==> src/rtl/s2p_pkg.sv <==
// s2p_pkg: shared types and helpers for the serial-to-parallel receiver
package s2p_pkg;
  localparam int S2P_WIDTH_DEFAULT = 16;
  typedef enum logic {S2P_IDLE, S2P_SHIFT} s2p_state_t;
  function automatic int cnt_w(input int width);
    return $clog2(width + 1);
  endfunction
endpackage

==> src/rtl/s2p_deserializer.sv <==
// s2p_deserializer: assembles WIDTH-bit words from enabled serial bits, strobes o_valid per word
module s2p_deserializer
  import s2p_pkg::*;
#(
  parameter int WIDTH     = S2P_WIDTH_DEFAULT,
  parameter bit LSB_FIRST = 1'b1
) (
  input  logic             i_clk,
  input  logic             i_rst,
  input  logic             i_enable,
  input  logic             i_S2P,
  input  logic             i_sync,
  output logic [WIDTH-1:0] o_S2P,
  output logic             o_valid,
  output logic             o_busy
);
  localparam int CNT_W = cnt_w(WIDTH);
  s2p_state_t state, state_next;
  logic [CNT_W-1:0] cnt, cnt_next;
  logic [WIDTH-1:0] sr, sr_next, base, shifted;
  logic last;
  // i_sync clears the partial word before the current bit (if any) is shifted in
  always_comb begin
    base       = i_sync ? '0 : sr;
    shifted    = LSB_FIRST ? {i_S2P, base[WIDTH-1:1]} : {base[WIDTH-2:0], i_S2P};
    sr_next    = i_enable ? shifted : base;
    last       = i_enable && !i_sync && (cnt == CNT_W'(WIDTH - 1));
    cnt_next   = i_enable ? (i_sync ? CNT_W'(1) : (last ? '0 : cnt + 1'b1)) : (i_sync ? '0 : cnt);
    state_next = (cnt_next != '0) ? S2P_SHIFT : S2P_IDLE;
  end
  always_ff @(posedge i_clk) begin
    if (i_rst) begin
      state   <= S2P_IDLE;
      cnt     <= '0;
      sr      <= '0;
      o_S2P   <= '0;
      o_valid <= 1'b0;
    end else begin
      state   <= state_next;
      cnt     <= cnt_next;
      sr      <= sr_next;
      o_valid <= last;
      if (last) o_S2P <= shifted;
    end
  end
  assign o_busy = (state == S2P_SHIFT);
endmodule
==> config.mk <==
export PLATFORM = sky130hd
export DESIGN_NAME = s2p_deserializer
export DESIGN_NICKNAME = d
export VERILOG_FILES = /design/src/rtl/s2p_pkg.sv /design/src/rtl/s2p_deserializer.sv
export SDC_FILE = /design/constraint.sdc
export NUM_CORES = 1
export LEC_CHECK = 0
export BUFFER_PORTS_ARGS = -buffer_cell sky130_fd_sc_hd__buf_2
export CAP_MARGIN = 10
export CORE_UTILIZATION = 45
export CTS_CLUSTER_DIAMETER = 200
export DETAILED_ROUTE_END_ITERATION = 12
export PLACE_DENSITY = 0.63
export SYNTH_ARGS = -nofsm -noshare
export SYNTH_HDL_FRONTEND = slang
export SYNTH_SLANG_ARGS = --single-unit
==> constraint.sdc <==
create_clock -name i_clk -period 3.9 [get_ports i_clk]
set_input_delay 0 -clock i_clk [delete_from_list [all_inputs] [get_ports i_clk]]
set_output_delay 0 -clock i_clk [all_outputs]
set_load 0.02 [all_outputs]
# After elaboration in Yosys (flattened, before gate mapping)
# Cells that the tools add are included.
# word_totals
out_inout_bits,18
word_cells,18
register_bits,38
# op_classes
n_mux,7
eq_ne,1
add_sub_neg,1
reduce_logical,4
# ops
operator,count
$mux 16,2
$mux 5,4
$add 5x1->5 const B,1
$eq 5x4->1 const B,1
$reduce_bool 5->1,1
$logic_and 1x1->1,2
$logic_not 1->1,1
$mux 1,1

# Depth between registers and ports, before layout
# Gate-level depths: netlist of the first run.
# logic_depth
depth_word,8
ltp_mapped,7
depth_no_buf,5

# Worst setup path before layout of the first run
# No wires, ideal clock.
# synth_timing
kind,reg-to-reg
start,register cnt[0]
end,register o_S2P[10]
arrival_ns,1.481
required_time_ns,3.768
synth_period_minus_slack_ns,1.613
path_slack_ns,2.287
setup_time_ns,0.132
path_stages_with_launch,8
path_buffers,2
cell_sequence,dfxtp_1 ha_1 nand4_4 or3_1 buf_6 buf_6 nand2_1 a21oi_1
# synth_between
elab_chain_len,2
# synth_rtl
item,line_no,source
start: declaration,s2p_deserializer.sv:19,"logic [CNT_W-1:0] cnt, cnt_next;"
start signal: assignment,s2p_deserializer.sv:40,cnt <= cnt_next;
$eq 5x4->1,s2p_deserializer.sv:27,last = i_enable && !i_sync && (cnt == CNT_W'(WIDTH - 1));
$logic_and 1x1->1,s2p_deserializer.sv:27,
end signal: assignment,s2p_deserializer.sv:43,if (last) o_S2P <= shifted;
end: declaration,s2p_deserializer.sv:13,"output logic [WIDTH-1:0] o_S2P,"
# Every way passes these cells.
# A chain may end at the register's enable or synchronous reset.

# Worst setup path in the final report of the first run
# layout_timing
start,register cnt[0]
end,register o_S2P[6]
# Same word-level chain as after synthesis.

==> results of run 1 <==
-- synthesized netlist by cell type --
cell type                  instances
sky130_fd_sc_hd__clkbuf_1          3
sky130_fd_sc_hd__inv_1             1
sky130_fd_sc_hd__a22oi_1           1
sky130_fd_sc_hd__nand4_4           1
sky130_fd_sc_hd__nand2_1          35
sky130_fd_sc_hd__nand3b_1          1
sky130_fd_sc_hd__mux2i_1          15
sky130_fd_sc_hd__xor2_1            1
sky130_fd_sc_hd__nand2b_1          1
sky130_fd_sc_hd__a21boi_0          1
sky130_fd_sc_hd__a21oi_1          18
sky130_fd_sc_hd__buf_2             6
sky130_fd_sc_hd__nor3b_1           1
sky130_fd_sc_hd__o221a_2           1
sky130_fd_sc_hd__nor3_4            1
sky130_fd_sc_hd__or3_1             2
sky130_fd_sc_hd__or2_2             1
sky130_fd_sc_hd__nor2_1           23
sky130_fd_sc_hd__nand3_1           2
sky130_fd_sc_hd__nor2b_1           1
sky130_fd_sc_hd__dfxtp_1          38
sky130_fd_sc_hd__nor3_1            2
sky130_fd_sc_hd__and3_1            1
sky130_fd_sc_hd__a41oi_1           1
sky130_fd_sc_hd__ha_1              1
sky130_fd_sc_hd__buf_6             2
sky130_fd_sc_hd__a31oi_1           1
sky130_fd_sc_hd__o22ai_1           1
-- kinds of logic (layout without fill, tap and decap cells) --
kind of cell | count (synthesis) | count (layout) | share of synthesized area [%]
flops | 38 | 38 | 51.9
mux | 15 | 15 | 10.2
compound gates | 24 | 24 | 9.39
simple gates | 72 | 72 | 22.4
fa+ha+maj | 1 | 1 | 0.854
buf+inv | 12 | 32 | 4.61
xor+xnor | 1 | 1 | 0.598
-- per-stage QoR --
stage,instances,total power [mW]
finish,227,0.681
global route,227,0.711
CTS,227,0.692
detailed placement,218,0.432
global placement,218,0.432
floorplan,163,0.426
-- final cells by class --
type	count	area (um2)	area share, %
clock buffer	7	45.0	2.73
clock inverter	1	30.0	1.82
inverter	1	3.75	0.227
multi-input combinational	113	637	38.6
sequential	38	761	46.1
tap	44	55.1	3.33
timing repair buffer	23	120	7.27
-- flip-flops by register name, indices dropped and copies added, names as in the netlist --
name / count
o_busy: 1
sr: 15
o_valid: 1
cnt: 5
o_S2P: 16
-- power breakdown --
group | switching, mW | total (mW) | internal, mW
Clock | 0.121 | 0.257 | 0.136
Sequential | 0.00206 | 0.393 | 0.390
Combinational | 0.0199 | 0.0316 | 0.0117
Total | 0.143 | 0.681 | 0.538
-- metal layers --
layer  vias to the layer above  track usage [%]  part of all wire, %
li1                        578                -                    -
met1                       491             20.8                   49
met2                        17             26.9                   45
met3                         6             5.90                  4.0
met4                         0             9.18                  2.1
met5                         -                0                    0
-- worst paths after layout --
path	from	to	slack, ns	depth (start not counted)
worst max-delay path	cnt[0]	o_S2P[6]	2.04	5
worst min register to register	o_S2P[3]	o_S2P[3]	0.45	2
worst min-delay path	i_rst	o_valid	0.06	2
worst max register to register	cnt[0]	o_S2P[6]	2.04	5
-- critical path: cells and delay by family, from the launching register on --
| kind | cells | cell delay [ns] |
|---|---|---|
| AO/OA/AOI/OAI | 1 | 0.07 |
| adder cells (fa/ha/maj) | 1 | 0.31 |
| flip-flops | 1 | 0.42 |
| AND/OR/NAND/NOR | 3 | 0.95 |
-- cell usage in the layout (no fill, tap or decap), types with 2 or more instances in the layout --
master	Yosys	layout
sky130_fd_sc_hd__clkbuf_4	0	5
sky130_fd_sc_hd__or3_1	2	2
sky130_fd_sc_hd__buf_2	6	22
sky130_fd_sc_hd__nor2_1	23	23
sky130_fd_sc_hd__nand2_1	35	35
sky130_fd_sc_hd__a21oi_1	18	18
sky130_fd_sc_hd__dfxtp_1	38	38
sky130_fd_sc_hd__nand3_1	2	2
sky130_fd_sc_hd__nor3_1	2	2
sky130_fd_sc_hd__mux2i_1	15	15
sky130_fd_sc_hd__clkbuf_1	3	2
==> results.md, run 1 <==
Synthesis:
- The distinct cell type count of the synthesized netlist is 28.
- The number of standard cells after synthesis is approximately 160.
- The post-synthesis cell type with the largest combined area is sky130_fd_sc_hd__dfxtp_1.
- The total nets after synthesis is roughly 170.
- A synthesized cell averages 8.99 um2.
- The synthesized design devotes to its leading area cell type around 52% of total area.
- The share of synthesized area occupied by flip-flops and latches is about half.
- The post-synthesis sequential element count is 38.
- Sorting the synthesized cells by area gives the leading types as sky130_fd_sc_hd__dfxtp_1 (52%), sky130_fd_sc_hd__mux2i_1 (10%), sky130_fd_sc_hd__nand2_1 (9.0%).
- The total standard cell area after synthesis is between 0.001 and 0.0015 mm2.
- For this run, the number of Yosys warnings is 0.

Timing:
- The minimum clock period is approximately 1.9 ns.
- Setup violations remaining at the end of the flow were counted as 0.
- Between clock sinks in the finished design, the worst skew comes to between 0.008 and 0.009 ns.
- The final hold slack is around 0.058 ns.
- Setup repair after global routing left no endpoint under its margin.
- The count of pins over their slew limit was 0.
- The worst setup margin is approximately 2.0 ns.
- The highest achievable clock rate is between 500 and 600 MHz.
- The final critical path takes up between 40% and 50% of the cycle.
- The worst-case headroom to the max-slew limit is a little under three fifths.
- The hold violation total from the final report came to 0.
- At the pin with the least slew margin, the transition time is approximately 0.65 ns.
- For the final routed database, the setup TNS stands at 0 ns.

Setup path:
- The launching element type of the critical path is a flop.
- The endpoint class of the critical path is a flop.
- The highest-delay cell along the critical path is sky130_fd_sc_hd__or3_1.
- STA puts the critical path data required time at roughly 4.1 ns.
- In this run the worst path has a maximum fanout of 17.
- The start-to-end type of the worst setup path is flop to flop.
- In this design, the stage delay of the slowest critical-path cell is ~0.62 ns.
- At the worst endpoint, the arrival time is between 2 and 2.5 ns.
- Traced cell by cell, the critical path runs through ha_1 -> nand4_4 -> or3_1 -> nand2_1 -> a21oi_1.

Final layout:
- From synthesis to final layout, the design area changed by 12.7%.
- The repair_antennas step left the layout with diodes totalling 0.
- Counting the fill cells in the layout gives just over 300.
- Of the cells placed in the final design, the portion with a size suffix greater than 1 is roughly 17%.
- Cells fill between 50% and 60% of the core in the end.
- The finished cells cover between 0.0015 and 0.002 mm2.
- The number of nets in the final layout is approximately 190.

Place:
- Buffers placed on the I/O ports in this run total 22.
- At the end of routability-driven placement, the weighted congestion stood at a little over 0.7.
- After legalization and detailed placement, the total HPWL measured 1.64 mm.
- After detailed placement, the total cell area comes to roughly 0.0016 mm2.
- At the placement stage, the worst setup path has a slack of 2.04 ns.

Clock tree:
- The count of cells resized by post-cts repair is 0.
- In this run, CTS created clock tree buffers numbering 5.
- The clock tree synthesis step divided the H-tree into 2 levels.
- Once the clock tree was built, the setup fixing pass inserted 0 buffers.
- TritonCTS built the clock tree.
- The clock sink count is 38.
- The buffer depth of the longest clock path is 2.
- The clock latency on the worst-skew pair is 0.34 ns.
- After clock tree synthesis, the flow added hold-fix buffers numbering 1.
- After clock tree synthesis, the clock-pin slew on the worst setup and hold paths is 0.11 ns.
- The cell sitting at the root of the clock tree is a sky130_fd_sc_hd__clkbuf_4.

Min path:
- The path category of the worst min-delay check is input pin to flop.

Job:
- The max-capacitance violation count is 0.

GRT:
- The maximum number of pins on one net before global-route repair is 29.
- For this run the aggregate overflow at the end of global routing stands at 0.
- The initial antenna violation count is 0.
- The via count of the first global-routing pass was 979.
- The global routing usage summed across all routing layers is between 15 and 20%.
- The first global-routing pass estimated between 4 and 5 mm of wire.

Floorplan:
- For this design the top-level I/O count stands at 23.
- The floorplan step set the die height to ~60 um.
- In this run the core area contains 20 standard-cell rows.
- The region available for standard cell placement spans between 0.003 and 0.004 mm2.
- The die width is 59.1 um.
- Once the floorplan was initialized, standard cells occupied a little under half of the core.
- The die area is about 0.0035 mm2.

Routing:
- For this block, the via count after detailed routing is 1,092.
- The remaining antenna violation count after routing is 0.
- For this run, the detailed router's first-pass iteration total came to 4.
- The final layout contains routed wiring with a total length of roughly 2.6 mm.
- Using the TritonRoute via totals, the vias-per-cell ratio works out to 4.81.
- The detailed-route DRC error count is 0.
- After the first detailed-routing iteration, the DRC count stood at 41.
- Dividing the detail-routed wire length by the instance count gives roughly 11 um.

Pwr:
- Dividing total power by cell area gives a power density of 413 mW/mm2.
- The leakage power is 0.668 nW.
- The maximum ir drop on the vdd rail is about 0.25 mV.

Run status:
- The flow ran to the end, and the final reports show no timing, DRC or antenna violations.
(Power assumes the default switching activity.)
==> inputs of run 2 (changes only) <==
Settings changed: ABC_AREA set to 1, PLACE_DENSITY 0.63 to 0.65.
Clock period 3.9 ns to 1.6 ns, I/O delays scaled along.
==> results.md, run 2 <==
Timing:
- The maximum clock skew at final layout is 0.00520 ns (was 0.00853 ns).
- The count of pins over their slew limit was 0 (unchanged).
- The hold violation total from the final report came to 0 (unchanged).
- The slew at the pin closest to its max-slew limit is 0.432 ns (was 0.652 ns).
- The final hold slack was 0.0651 ns (was 0.0580 ns).
- The worst-case headroom to the max-slew limit was 71.2% (was 56.5%).
- The ratio of final minimum period to clock period is 89.4% (was 47.8%).
- The highest achievable clock rate is 699 MHz (was 537 MHz).
- The sum of negative setup slack was 0 ns (unchanged).
- The minimum clock period was 1.43 ns (was 1.86 ns).
- The count of endpoints failing setup in the final report came to 0 (unchanged).
- Unrepaired setup endpoints after global routing: no (unchanged).

GRT:
- The initial antenna violation count is 0 (unchanged).
- The global routing usage summed across all routing layers was 18.0% (was 17.2%).
- The first-pass GRT wire length is 4.60 mm (was 4.39 mm).
- The maximum number of pins on one net before global-route repair was 26 (was 29).
- The via count of the first global-routing pass came to 1,043 (was 979).
- The global-route congestion overflow total is 0 (unchanged).

Clock tree:
- The buffer depth of the longest clock path is 2 (unchanged).
- The clock latency on the worst-skew pair is 0.34 ns (about the same).
- The number of buffers added by the clock tree synthesis step is 5 (unchanged).
- The post-CTS setup buffer count came to 0 (unchanged).
- The level count of the clock H-tree is 2 (unchanged).
- The clock tree from TritonCTS is built (unchanged).
- The clock sink count is 38 (unchanged).
- The CTS clock-pin slew for the worst setup and hold paths is 0.11 ns (about the same).
- The clock tree root driver cell was sky130_fd_sc_hd__clkbuf_4 (unchanged).

Setup path:
- The startpoint of the worst setup timing path is cnt[0] (unchanged).
- The maximum net fanout on the critical path is 14 (was 17).
- The endpoint class of the critical path is a flop (unchanged).
- The worst endpoint required time is 1.82 ns (was 4.12 ns).
- The critical path arrival was 1.66 ns (was 2.08 ns).
- The launching element type of the critical path is a flop (unchanged).
- The start-to-end type of the worst setup path was flop to flop (unchanged).
- The startpoint of the worst-slack reg-to-reg timing path is cnt[0] (unchanged).

Synthesis:
- The most frequent cell after synthesis is sky130_fd_sc_hd__nand2_1 (was sky130_fd_sc_hd__dfxtp_1).
- The share of synthesized area occupied by flip-flops and latches came to 51.9% (about the same).
- The count of flip-flops with a built-in enable after synthesis is 0 (unchanged).
- The number of warnings reported in the yosys synthesis log is 0 (unchanged).
- The fraction of registers with async set/reset is 0% (unchanged).
- The share of the synthesized area in the top cell type is 51.9% (about the same).
- The number of standard cells after synthesis was 189 (was 163).
- The total standard cell area after synthesis came to 0.00147 mm2 (about the same).
- The distinct cell type count of the synthesized netlist was 20 (was 28).
- The total nets after synthesis is 195 (was 169).
- The synthesized area per cell is 7.76 um2 (was 8.99 um2).
- The most frequently used flop master after synthesis is sky130_fd_sc_hd__dfxtp_1 (unchanged).
- Most area-consuming cells after synthesis: sky130_fd_sc_hd__dfxtp_1 (52%), sky130_fd_sc_hd__nand2_1 (14%), sky130_fd_sc_hd__a21oi_1 (9.9%) (was sky130_fd_sc_hd__dfxtp_1 (52%), sky130_fd_sc_hd__mux2i_1 (10%), sky130_fd_sc_hd__nand2_1 (9.0%)).
- Top cell types by occurrence after synthesis: sky130_fd_sc_hd__nand2_1 (54), sky130_fd_sc_hd__dfxtp_1 (38), sky130_fd_sc_hd__a21oi_1 (29) (was sky130_fd_sc_hd__dfxtp_1 (38), sky130_fd_sc_hd__nand2_1 (35), sky130_fd_sc_hd__nor2_1 (23)).
- The post-synthesis sequential element count came to 38 (unchanged).
- The post-synthesis cell type with the largest combined area is sky130_fd_sc_hd__dfxtp_1 (unchanged).

Final layout:
- The most common cell after layout, fill and taps aside was sky130_fd_sc_hd__nand2_1 (was sky130_fd_sc_hd__dfxtp_1).
- The register name with the most flops is o_S2P (unchanged).
- The number of nets in the final layout was 220 (was 188).
- Commonest non-fill, non-tap cells in the layout: sky130_fd_sc_hd__nand2_1 (54), sky130_fd_sc_hd__dfxtp_1 (38), sky130_fd_sc_hd__a21oi_1 (29) (was sky130_fd_sc_hd__dfxtp_1 (38), sky130_fd_sc_hd__nand2_1 (35), sky130_fd_sc_hd__nor2_1 (23)).
- The flip-flop count of the largest register after layout is 16 (unchanged).
- The share of cells above drive strength 1 is 19.1% (was 17.5%).
- The post-route non-filler standard cell count is 259 (was 227).
- The count of antenna diodes in the layout is 0 (unchanged).
- Largest registers ranked by flip-flop count: o_S2P x16, sr x15, cnt x5 (unchanged).
- The area growth from synthesis to final layout is 14.2% (was 12.7%).
- The filler cell count in the final layout is 319 (was 310).

Pwr:
- The maximum ir drop on the vdd rail was 0.410 mV (was 0.250 mV).
- The leakage power was 0.685 nW (was 0.668 nW).
- The power density over cell area is 925 mW/mm2 (was 413 mW/mm2).

Run status:
- Status: finished clean (unchanged).

Place:
- The placed instance count is 249 (was 218).
- The total of buffers placed on input and output ports is 22 (unchanged).
- The estimated wirelength of the detail-placed design is 1.96 mm (was 1.64 mm).
- The final weighted congestion of routability-driven global placement is 0.925 (was 0.712).

Min path:
- The path category of the worst min-delay check is input pin to flop (unchanged).
- The startpoint of the most critical hold path is i_sync (was i_rst).

Routing:
- The initial detailed-routing violation count was 56 (was 41).
- The detail-routed via count per cell came to 4.84 (was 4.81).
- The highest metal layer used by the detailed router was met4 (unchanged).
- The length of the first detailed-routing pass in iterations is 4 (unchanged).
- The length of routed met2 wiring is 1.23 mm (was 1.14 mm).
- The remaining antenna violation count after routing is 0 (unchanged).
- The total length of routed wires was 2.73 mm (was 2.55 mm).
- The met3 wirelength from detailed routing is 141 um (was 103 um).
- The detailed-route DRC error count came to 0 (unchanged).
- The routed wire length per instance is 10.5 um (was 11.3 um).
- The met1 wire length is 1.31 mm (was 1.26 mm).
- The total via count after detailed routing is 1,254 (was 1,092).

Floorplan:
- The number of rows in the core area came to 20 (unchanged).
- The placeable core area came to 0.00308 mm2 (unchanged).
- The die width is 59.1 um (about the same).
- The die height came to 59.1 um (about the same).
- The initial core utilization is 47.6% (about the same).
- The number of primary I/O pins was 23 (unchanged).
- The die area is 0.00349 mm2 (about the same).

Job:
- The max-capacitance violation count came to 0 (unchanged).
-- run 2: changes by cell type in the layout (fill, tap and decap cells not counted), sizes merged, moves of 2 or more --
cell / before / now
nand2: 35 / 54
nand3: 2 / 19
mux2i: 15 / 0
a21oi: 18 / 30
inv: 1 / 9
buf: 22 / 27
o21ai: 0 / 4
nor2: 23 / 20
nor3: 3 / 1
or3: 2 / 0
-- run 2: timing repair --
item / in CTS / in global routing
endpoints found under the setup margin: 0 / 1
hold buffers: 2 / 0
hold endpoints to repair: 2 / 0
gates resized for setup: 0 / 1
-- run 2: through the flow --
step           total power [mW]  worst slack, ns  utilization [%]  instance area, um2
4_1_cts                    1.57            0.166             54.3                1670
6_report                   1.55            0.169             54.4                1680
3_3_place_gp               1.05            0.233             51.7                1590
5_1_grt                    1.62           0.0252             54.4                1680
3_5_place_dp               1.05            0.202             51.7                1590
2_1_floorplan              1.04            0.295                -                1470
-- run 2: power by group --
group	internal (mW)	switching [mW]	leakage, nW	total (mW)
logic	0.0254	0.0534	0.343	0.0789
registers	0.952	0.00484	0.307	0.957
clock network	0.213	0.300	0.0353	0.513
-- run 2: path summary, 6_finish.rpt --
check                           slack, ns  depth (start not counted)         to
worst min-delay path                 0.07                          4     cnt[4]
worst max register to register       0.17                          7  o_S2P[14]
worst min register to register       0.47                          2  o_S2P[11]
worst max-delay path                 0.17                          7  o_S2P[14]
-- run 2: layout make-up --
type	instances	area, um2	area share [%]
Tap cell	44	55.1	3.29
Clock inverter	1	5.00	0.299
Sequential cell	38	761	45.4
Clock buffer	7	55.1	3.29
Inverter	9	36.3	2.17
Timing Repair Buffer	29	168	10.0
Multi-Input combinational cell	131	596	35.5
-- run 2: logic make-up (layout without fill, tap and decap cells) --
family / after synthesis / count (layout) / share of synthesized area (%)
AND/OR/NAND/NOR: 95 / 95 / 27.4
buffers and inverters: 20 / 46 / 7.51
adder cells (fa/ha/maj): 1 / 1 / 0.853
AO/OA/AOI/OAI: 35 / 35 / 12.4
flip-flops: 38 / 38 / 51.9
-- run 2: critical path: stages (launching register included) --
cell                      delay (ns)
sky130_fd_sc_hd__dfxtp_1        0.42
sky130_fd_sc_hd__ha_1           0.22
sky130_fd_sc_hd__nand2_1        0.07
sky130_fd_sc_hd__nor2_2         0.11
sky130_fd_sc_hd__nand3_2        0.12
sky130_fd_sc_hd__buf_4          0.21
sky130_fd_sc_hd__a21oi_2        0.12
sky130_fd_sc_hd__nor2_1         0.04
-- run 2: metal layers --
metal	vias to the layer above	GRT usage, %
met3	6	5.90
met4	0	9.52
met2	32	27.4
li1	657	-
met5	-	0
met1	559	22.6
==> inputs of run 3 (changes only) <==
Settings changed: CORE_UTILIZATION 45 to 25, PLACE_DENSITY 0.65 to 0.4.
==> results.md, run 3 (synthesis gave the netlist of run 2 again) <==
Run status:
- Status: finished clean (unchanged).

Setup path:
- The maximum net fanout on the critical path is 13 (was 14).
- The longest individual stage delay on the worst path is 0.37 ns (was 0.42 ns).
- The startpoint of the worst setup timing path is cnt[1] (was cnt[0]).
- The highest-delay cell along the critical path is sky130_fd_sc_hd__dfxtp_1 (unchanged).
- The buffers plus inverters on the worst setup path is 1 (unchanged).
- The critical path arrival is 1.57 ns (was 1.66 ns).
- The kind of cell with the highest combined delay on the critical path is simple AND/OR/NAND/NOR gates (was flip-flops).
- The startpoint of the worst-slack reg-to-reg timing path is cnt[1] (was cnt[0]).
- The worst endpoint required time is 1.77 ns (was 1.82 ns).
- The endpoint class of the critical path is a flop (unchanged).
- The launching element type of the critical path is a flop (unchanged).
- Crit-path cells: ha_1 -> nand2_1 -> nor2_4 -> nand3_4 -> buf_6 -> a21oi_2 -> nor2_1 (was ha_1 -> nand2_1 -> nor2_2 -> nand3_2 -> buf_4 -> a21oi_2 -> nor2_1).
- The start-to-end type of the worst setup path was flop to flop (unchanged).

Timing:
- The ratio of final minimum period to clock period is 87.3% (was 89.4%).
- The maximum clock skew at final layout is 0.00660 ns (was 0.00520 ns).
- Unrepaired setup endpoints after global routing: no (unchanged).
- The worst-case headroom to the max-slew limit is 78.1% (was 71.2%).
- The slew at the pin closest to its max-slew limit was 0.325 ns (was 0.432 ns).
- The sum of negative setup slack is 0 ns (unchanged).
- The highest achievable clock rate is 716 MHz (was 699 MHz).
- The minimum clock period was 1.40 ns (was 1.43 ns).
- The hold violation total from the final report is 0 (unchanged).
- The count of endpoints failing setup in the final report is 0 (unchanged).
- The final hold slack is 0.0457 ns (was 0.0651 ns).
- The count of pins over their slew limit is 0 (unchanged).

Clock tree:
- The clock tree root driver cell is sky130_fd_sc_hd__clkbuf_8 (was sky130_fd_sc_hd__clkbuf_4).
- The clock latency on the worst-skew pair was 0.29 ns (was 0.34 ns).
- The clock tree from TritonCTS was built (unchanged).
- The level count of the clock H-tree is 2 (unchanged).
- The CTS clock-pin slew for the worst setup and hold paths came to 0.07 ns (was 0.11 ns).
- The number of buffers added by the clock tree synthesis step is 5 (unchanged).
- The buffer depth of the longest clock path is 2 (unchanged).
- The clock sink count came to 38 (unchanged).

Routing:
- The initial detailed-routing violation count is 82 (was 56).
- The routed wire length per instance is 11.3 um (was 10.5 um).
- The total length of routed wires came to 3.23 mm (was 2.73 mm).
- The total via count after detailed routing is 1,230 (was 1,254).
- The detailed-route DRC error count is 0 (unchanged).
- The remaining antenna violation count after routing is 0 (unchanged).
- The length of the first detailed-routing pass in iterations came to 4 (unchanged).
- The detail-routed via count per cell came to 4.32 (was 4.84).

Pwr:
- The clock network power share is 43.6% (was 33.1%).
- The proportion of power drawn by combinational gates is 4.3% (was 5.1%).
- The leakage power is 0.700 nW (was 0.685 nW).
- The switching portion of total power came to 21.9% (was 23.1%).
- The switching component of the power is 402 uW (was 359 uW).
- The power density over cell area came to 1040 mW/mm2 (was 925 mW/mm2).
- The maximum ir drop on the vdd rail is 0.263 mV (was 0.410 mV).
- The overall power after layout is 1.84 mW (was 1.55 mW).
- The total internal power is 1.43 mW (was 1.19 mW).
- The portion of total power attributed to sequential cells is 52.1% (was 61.8%).

GRT:
- The met2 track utilization from global routing came to 16.9% (was 27.4%).
- The first-pass GRT wire length was 5.67 mm (was 4.60 mm).
- The via count of the first global-routing pass is 1,142 (was 1,043).
- The initial antenna violation count is 0 (unchanged).
- The maximum number of pins on one net before global-route repair is 21 (was 26).
- The global-route met3 utilization came to 2.79% (was 5.90%).
- The most used routing layer in global routing was met2 (unchanged).
- The global-route congestion overflow total was 0 (unchanged).
- The met1 capacity usage during global routing came to 16.7% (was 22.6%).
- The global routing usage summed across all routing layers is 11.8% (was 18.0%).

Floorplan:
- The die area is 0.00618 mm2 (was 0.00349 mm2).
- The placeable core area is 0.00557 mm2 (was 0.00308 mm2).
- The number of rows in the core area is 27 (was 20).
- The die height is 78.6 um (was 59.1 um).
- The die width is 78.6 um (was 59.1 um).
- The initial core utilization is 26.3% (was 47.6%).
- The number of primary I/O pins is 23 (unchanged).

Final layout:
- The flip-flop count of the largest register after layout is 16 (unchanged).
- The count of antenna diodes in the layout is 0 (unchanged).
- The filler cell count in the final layout is 615 (was 319).
- The area growth from synthesis to final layout is 20.3% (was 14.2%).
- The most common cell after layout, fill and taps aside is sky130_fd_sc_hd__nand2_1 (unchanged).
- The post-layout instance area is 0.00176 mm2 (was 0.00168 mm2).
- Commonest non-fill, non-tap cells in the layout: sky130_fd_sc_hd__nand2_1 (53), sky130_fd_sc_hd__dfxtp_1 (37), sky130_fd_sc_hd__a21oi_1 (29) (was sky130_fd_sc_hd__nand2_1 (54), sky130_fd_sc_hd__dfxtp_1 (38), sky130_fd_sc_hd__a21oi_1 (29)).
- Largest registers ranked by flip-flop count: o_S2P x16, sr x15, cnt x5 (unchanged).
- The register name with the most flops is o_S2P (unchanged).
- The number of nets in the final layout came to 218 (was 220).
- The share of cells above drive strength 1 is 20.2% (was 19.1%).

Place:
- The total of buffers placed on input and output ports is 22 (unchanged).
- The final weighted congestion of routability-driven global placement is 0.723 (was 0.925).
- The estimated wirelength of the detail-placed design is 2.17 mm (was 1.96 mm).
- The post-placement cell area was 0.00162 mm2 (was 0.00159 mm2).

Min path:
- The startpoint of the most critical hold path is i_enable (was i_sync).
- The path category of the worst min-delay check is input pin to flop (unchanged).

Job:
- The max-capacitance violation count is 0 (unchanged).
[run 3: layout make-up]
type,count,area (um2),share of cell area [%]
sequential,38,762,43.2
multi-input combinational,131,611,34.6
timing repair buffer,27,154,8.72
tap,72,90.1,5.11
clock buffer,5,68.8,3.90
clock inverter,3,40.0,2.27
inverter,9,38.8,2.20
[run 3: per-stage QoR]
stage / instances / setup WS (ns) / utilization [%]
floorplan: 189 / 0.295 / -
global placement: 276 / 0.0635 / 29.1
detailed placement: 276 / 0.0647 / 29.1
CTS: 285 / 0.0546 / 31.2
global route: 285 / 0.0538 / 31.6
finish: 285 / 0.203 / 31.6
[run 3: worst paths after layout]
| kind | cells after the start | slack (ns) | end |
|---|---|---|---|
| setup / recovery | 7 | 0.20 | o_S2P[14] |
| setup reg to reg | 7 | 0.20 | o_S2P[14] |
| hold reg to reg | 2 | 0.46 | o_S2P[12] |
| hold / removal | 3 | 0.05 | sr[15] |
[run 3: power groups by stage]
stage | Combinational (mW) | Clock [mW] | Sequential, mW
floorplan | 0.0556 | 0 | 0.980
global placement | 0.0786 | 0 | 0.979
detailed placement | 0.0775 | 0 | 0.978
CTS | 0.0793 | 0.833 | 0.956
global route | 0.0897 | 0.870 | 0.958
finish | 0.0784 | 0.800 | 0.957
[run 3: repair_timing]
| action | 4_1_cts | 5_1_grt |
|---|---|---|
| resized for setup | 0 | 7 |
| endpoints found under the hold margin | 2 | 0 |
| hold buffers | 1 | 0 |
| endpoints found under the setup margin | 0 | 15 |
| setup buffers | 0 | 0 |
[run 3: per-layer routing]
layer / up-vias / share of wire [%]
li1: 662 / -
met1: 540 / 55
met2: 24 / 40
met3: 4 / 3.8
met4: 0 / 1.6
met5: - / 0
[run 3: tightest hold or removal path, stage by stage]
cell	delay, ns
sky130_fd_sc_hd__buf_2	0.17
sky130_fd_sc_hd__a21oi_1	0.06
sky130_fd_sc_hd__nor2_1	0.07
